`src/rtl/mem_arbiter.sv`:
```
// mem_arbiter: round-robin I/D-cache arbiter onto one fixed-latency memory port.
// Define MEM_ARB_DCACHE_PRIO_EN to give the D-cache fixed priority on ties.
module mem_arbiter #(
    parameter int ADDR_W  = 32,
    parameter int DATA_W  = 32,
    parameter int MEM_LAT = 4
) (
    input  logic              clk,
    input  logic              rst,
    input  logic [ADDR_W-1:0] ic_addr,
    input  logic [DATA_W-1:0] ic_data_in,
    input  logic              ic_rd,
    input  logic              ic_wr,
    output logic [DATA_W-1:0] ic_data_out,
    output logic              ic_done,
    output logic              ic_stall,
    input  logic [ADDR_W-1:0] dc_addr,
    input  logic [DATA_W-1:0] dc_data_in,
    input  logic              dc_rd,
    input  logic              dc_wr,
    output logic [DATA_W-1:0] dc_data_out,
    output logic              dc_done,
    output logic              dc_stall,
    output logic [ADDR_W-1:0] mem_addr,
    output logic [DATA_W-1:0] mem_data_in,
    output logic              mem_rd,
    output logic              mem_wr,
    input  logic              mem_stall,
    input  logic [DATA_W-1:0] mem_data_out,
    output logic              busy,
    output logic              req_err
);
    localparam int CNT_W = $clog2(MEM_LAT + 1);
    typedef enum logic [1:0] {IDLE, ISSUE, WAIT, RESP} state_t;
    state_t state;
    logic [CNT_W-1:0] cnt;
    logic owner, wr_l, last_grant;
    logic ic_req, dc_req, pick_dc, win_rd, win_wr;
    assign ic_req = ic_rd | ic_wr;
    assign dc_req = dc_rd | dc_wr;
`ifdef MEM_ARB_DCACHE_PRIO_EN
    assign pick_dc = dc_req;
`else
    // owner/last_grant encoding: 0 = I-cache, 1 = D-cache
    assign pick_dc = dc_req & (~ic_req | ~last_grant);
`endif
    assign win_rd = pick_dc ? dc_rd : ic_rd;
    assign win_wr = pick_dc ? dc_wr : ic_wr;
    assign busy = state != IDLE;
    assign req_err = (state == IDLE) & win_rd & win_wr;
    assign mem_rd = (state == ISSUE) & ~mem_stall & ~wr_l;
    assign mem_wr = (state == ISSUE) & ~mem_stall & wr_l;
    assign ic_done = (state == RESP) & ~owner;
    assign dc_done = (state == RESP) & owner;
    assign ic_stall = ic_req & ~ic_done;
    assign dc_stall = dc_req & ~dc_done;
    always_ff @(posedge clk) begin
        if (!rst) begin
            state       <= IDLE;
            cnt         <= '0;
            owner       <= 1'b0;
            wr_l        <= 1'b0;
            last_grant  <= 1'b1;
            mem_addr    <= '0;
            mem_data_in <= '0;
            ic_data_out <= '0;
            dc_data_out <= '0;
        end else begin
            case (state)
                IDLE: if (ic_req | dc_req) begin
                    owner       <= pick_dc;
                    wr_l        <= win_wr;
                    mem_addr    <= pick_dc ? dc_addr : ic_addr;
                    mem_data_in <= pick_dc ? dc_data_in : ic_data_in;
                    state       <= ISSUE;
                end
                ISSUE: if (!mem_stall) begin
                    cnt   <= CNT_W'(MEM_LAT - 1);
                    state <= WAIT;
                end
                WAIT: if (cnt == '0) begin
                    if (!wr_l && !owner) ic_data_out <= mem_data_out;
                    if (!wr_l && owner) dc_data_out <= mem_data_out;
                    state <= RESP;
                end else begin
                    cnt <= cnt - 1'b1;
                end
                RESP: begin
                    last_grant <= owner;
                    state      <= IDLE;
                end
                default: state <= IDLE;
            endcase
        end
    end
endmodule

```
`config.mk`:
```
export PLATFORM = sky130hd
export DESIGN_NAME = mem_arbiter
export DESIGN_NICKNAME = d
export VERILOG_FILES = /design/src/rtl/mem_arbiter.sv
export SDC_FILE = /design/constraint.sdc
export NUM_CORES = 1
export LEC_CHECK = 0
export BUFFER_PORTS_ARGS = -buffer_cell sky130_fd_sc_hd__buf_2
export CELL_PAD_IN_SITES_DETAIL_PLACEMENT = 0
export CELL_PAD_IN_SITES_GLOBAL_PLACEMENT = 2
export CORE_MARGIN = 1
export CORE_UTILIZATION = 22
export CTS_BUF_LIST = sky130_fd_sc_hd__clkbuf_8
export DETAILED_ROUTE_END_ITERATION = 8
export GPL_ROUTABILITY_DRIVEN = 0
export PLACE_DENSITY = 0.75
export REMOVE_ABC_BUFFERS = 1
export SYNTH_ARGS = -nofsm -noshare
export SYNTH_HDL_FRONTEND = slang
export SYNTH_SLANG_ARGS = --single-unit
export TNS_END_PERCENT = 5
```
`constraint.sdc`:
```
create_clock -name clk -period 1.6 [get_ports clk]
set_input_delay 0.16 -clock clk [delete_from_list [all_inputs] [get_ports clk]]
set_output_delay 0.16 -clock clk [all_outputs]
set_load 0.005 [all_outputs]
```
== Yosys cells after proc, flatten, opt, wreduce, memory -nomap -nowiden ==
Cells that the tools add are included.
Word-level totals
  register bits after elaboration: 136
  input port bits: 167
  output and inout port bits: 136
  word-level logic and storage cells: 62
Operators by class
  add/subtract/negate cells: 1
  equal/unequal tests: 7
  mux-type cells: 11
  bitwise logic cells: 21
  reductions and logical operators: 13
Operators with widths (count)
  $mux W32: 2
  $reduce_and A3 Y1: 4
  $and A1 B1 Y1: 10
  $pmux W2 S4: 1
  $not A1 Y1: 7
  $mux W2: 3
  $mux W3: 2
  $ne A2 B2 Y1 const B: 3
  $pmux W3 S2: 1
  $eq A2 B2 Y1 const B: 2
  $or A1 B1 Y1: 4
  $reduce_bool A2 Y1: 2
  $logic_not A3 Y1: 1
  $sub A3 B1 Y3 const B: 1
  $eq A2 B1 Y1 const B: 1
  $logic_and A1 B1 Y1: 2
  $logic_not A1 Y1: 2
  $logic_not A2 Y1: 1
  $mux W1: 2
  $ne A2 B1 Y1 const B: 1
  $reduce_and A2 Y1: 1

== Logic depth before layout (Yosys ltp) ==
  depth after elaboration: 7
  depth in mapped cells: 9
  mapped depth without buffers: 6

== Least setup slack after synthesis ==
OpenSTA, ideal clock, no wires.
  path type: register to register
  start: register state[0]
  end: register ic_data_out[21]
  setup time: 115 ps
  arrival: 1521 ps
  required time: 1485 ps
  setup slack: -36 ps
  stages on the path, launching flop included: 10
  path buffers: 3
  clock period less this slack: 1636 ps
  cell sequence: dfxtp_1 inv_1 ha_1 buf_4 nand3b_4 or3_1 buf_6 buf_6 nand3_1 o21ai_2
On the way
  cells in the longest elaborated chain, start to end: 2
Ends and longest elaborated chain
  from (decl): line 35  | state_t state;
  from (signal assigned): line 59  | state <= IDLE;
  from (signal assigned): line 75  | state <= ISSUE;
  from (signal assigned): line 79  | state <= WAIT;
  $eq A2 B2 Y1: line 69  | case (state)
  $reduce_and A3 Y1 (no line)
  to (signal assigned): line 82  | if (!wr_l && !owner) ic_data_out <= mem_data_out;
  to (decl): line 14  | output logic [DATA_W-1:0] ic_data_out,
Every way passes these cells.
A chain may end at the register's enable or synchronous reset.

== Final worst setup path ==
  start: register state[0]
  end: output port req_err
On the way
  cells in the longest elaborated chain, start to end: 3
Ends and longest elaborated chain
  $logic_not A2 Y1: line 50  | assign req_err = (state == IDLE) & win_rd & win_wr;
  $and A1 B1 Y1 (2 in series): line 50
  to (decl): line 31  | output logic req_err
Every way passes these cells.

==> flow_summary.ini <==
[status]
status = complete, but fails checks
violations = negative setup slack

[final_layout]
drive_gt1_frac = 0.3753
area_delta_synth_final_pct = 74.83
fin_nets = 1345
final_cells = 1520
nFillCells = 2665

[critical_path]
worstPathRequired_ns = 1.44
arrival_ns = 1.48
endpoint_kind = primary output
critPathLaunchType = flip-flop
reg2regPathDepth = 8
crit_fanout = 2
critPathKind = flip-flop to primary output

[floorplanning]
ios = 303
rows = 59
die_y_um = 164.3
start_util = 0.2231
die_width_um = 164.3
dieArea_um2 = 27000
core_um2 = 25980

[pwr]
p_int_mw = 8.271
switching_share = 0.3581
leakagePower_nw = 4.615
comb_power_share = 0.397
switchingPower_mw = 4.614
power.clock.fraction = 0.249
seqPwrFrac = 0.355
totalPowerFinal_mw = 12.89
powerDensity_nw_per_um2 = 1271
peakVddDrop_v = 0.0006247

[timing]
hold_viol_final = 0
min_period_ns = 1.643
slew_headroom = 0.6027
worst_clock_skew_ns = 0.01721
tightest_slew_ns = 0.5937
post-route-period-util = 1.027
rsz0062_at_grt = true
fmax_mhz = 608.6
slew_viol_final = 0
setup_viol = 7
fin_ws_ns = -0.04307

[logic_synthesis]
syn_area_per_cell_um2 = 8.165
ys_ff_latch = 136
synth_most_common_cell = nand2_1
syn_area_um2 = 5797
synth_flop_cell = dfxtp_1
ys_seq_area_frac = 0.4697
async_flop_share = 0
synthTopCellsByCount = nand2_1, dfxtp_1, o21ai_0, nand3_1, a31oi_1
ys_warn_count = 0
synth.distinct_cells = 36
synth.area.top_cells = dfxtp_1, nand2_1, o21ai_0
syn_inst = 710
synth_area_leader_cell = dfxtp_1
synth_top_area_share = 0.4697
synth_edf_count = 0

[clocking]
cts.clk_slew.worst_paths_ns = 0.10
clk_latency_ns = 0.44
cts_root_buf = clkbuf_8
htree_levels = 4
cts_buffer_depth = 2
cts_made_buffers = 17
clock-sinks = 136
cts_tree = done

[place]
dpl.hpwl_mm = 14.30
post-place-cells = 1316
port_buffers = 302

[route]
route.detailed.drc = 0
drtIter0Drc = 345
drt_wl_total_mm = 22.35
firstDrtPassIters = 4
vias = 6643
wire_per_inst_um = 14.70
drtAntennaViolNets = 0
vias_per_cell = 4.370

[min_path]
min_path_cells = 3
min_path_type = input pin to flip-flop

[grt]
grt_pass1_vias = 6452
grtUsageTotal = 0.1555
antenna_found_initial = 2
grt_pass1_wl_mm = 32.89
grt-ovfl-total = 0
grt_max_degree = 64

[flow_run]
maxCapViolations = 0
metrics by stage:
step | setup slack [ns] | util | setup TNS [ns] | hold WS, ns | area, um^2
final | -0.04307 | 0.3900 | -0.09985 | 0.04456 | 10130
after floorplan | -1.692 | - | -173.45 | 0.2219 | 5381
after CTS | -0.1060 | 0.3798 | -0.5608 | 0.0005388 | 9868
after detailed placement | -0.07893 | 0.2983 | -2.069 | 0.3994 | 7752
after global placement | -0.06807 | 0.2983 | -1.919 | 0.3957 | 7752
after global routing | -0.1428 | 0.3899 | -2.745 | 0.0004165 | 10130
final cells by class:
| class | instances | area, um^2 | share of cell area |
|---|---|---|---|
| clock buffer | 17 | 234.0 | 0.02309 |
| clock inverter | 14 | 185.2 | 0.01827 |
| tap | 335 | 419.2 | 0.04136 |
| antenna | 2 | 5.005 | 0.0004938 |
| sequential | 136 | 2725 | 0.2689 |
| timing repair buffer | 505 | 3745 | 0.3695 |
| inverter | 7 | 33.78 | 0.003333 |
| multi-input combinational | 504 | 2788 | 0.2751 |
cell families after synthesis:
| kind of cell | count (synthesis) | synth area share |
|---|---|---|
| compound gates | 210 | 0.2228 |
| xor+xnor | 1 | 0.001511 |
| fa+ha+maj | 7 | 0.01511 |
| buf+inv | 70 | 0.07619 |
| flops | 136 | 0.4697 |
| mux | 1 | 0.001727 |
| simple gates | 285 | 0.2130 |
cells in the final DEF (no fill, tap or decap), drive strengths merged, types with 2 or more instances in the layout:
master       count
clkinv           2
o211a            2
nand2b           3
o21ai          133
inv             14
dlygate4sd3    158
clkinvlp         2
bufinv           3
diode            2
nand3           66
dfxtp          136
nand3b           2
nand2          196
nor2             9
a21oi            4
a31oi           65
nor2b            3
clkbuf          21
ha               7
buf            343
and2             3
routing by layer:
layer | track usage | wire length, um | vias up
met5 | 0 | 0 | -
met4 | 0.04125 | 248 | 0
met3 | 0.05303 | 1691 | 15
met2 | 0.2675 | 10480 | 238
met1 | 0.1827 | 9930 | 3016
li1 | - | - | 3374
repair_timing:
| action | 4_1_cts | 5_1_grt |
|---|---|---|
| pin swaps | 2 | 11 |
| hold endpoints to repair | 128 | 1 |
| gates cloned | 1 | 4 |
| endpoints found under the setup margin | 51 | 84 |
| resized for setup | 18 | 46 |
| setup buffers | 3 | 5 |
| hold buffers | 157 | 1 |
registers in the layout (all words and copies together) (netlist names):
name / cells
mem_addr: 32
last_grant: 1
cnt: 3
wr_l: 1
dc_data_out: 32
state: 2
ic_data_out: 32
mem_data_in: 32
owner: 1
path summary, 6_finish.rpt:
path | start | end | slack, ns
hold / removal | dc_addr[12] | mem_addr[12] | 0.04
hold reg to reg | dc_data_out[17] | dc_data_out[17] | 0.45
setup / recovery | state[0] | req_err | -0.04
setup reg to reg | state[1] | state[0] | -0.01
critical path, stage by stage, from the launching register on:
cell and delay, ns:
dfxtp_2 0.34, inv_2 0.08, buf_6 0.11, ha_4 0.13
inv_4 0.04, buf_6 0.11, a21oi_2 0.09, buf_2 0.13
power by group through the flow:
stage	combinational (mW)	sequential, mW	clock (mW)
finish	5.11	4.57	3.20
floorplan	1.67	4.57	0
global placement	4.34	4.59	0
detailed placement	4.32	4.61	0
CTS	4.90	4.55	3.35
global route	5.62	4.67	3.47
Power figures use the tool's default switching activity.
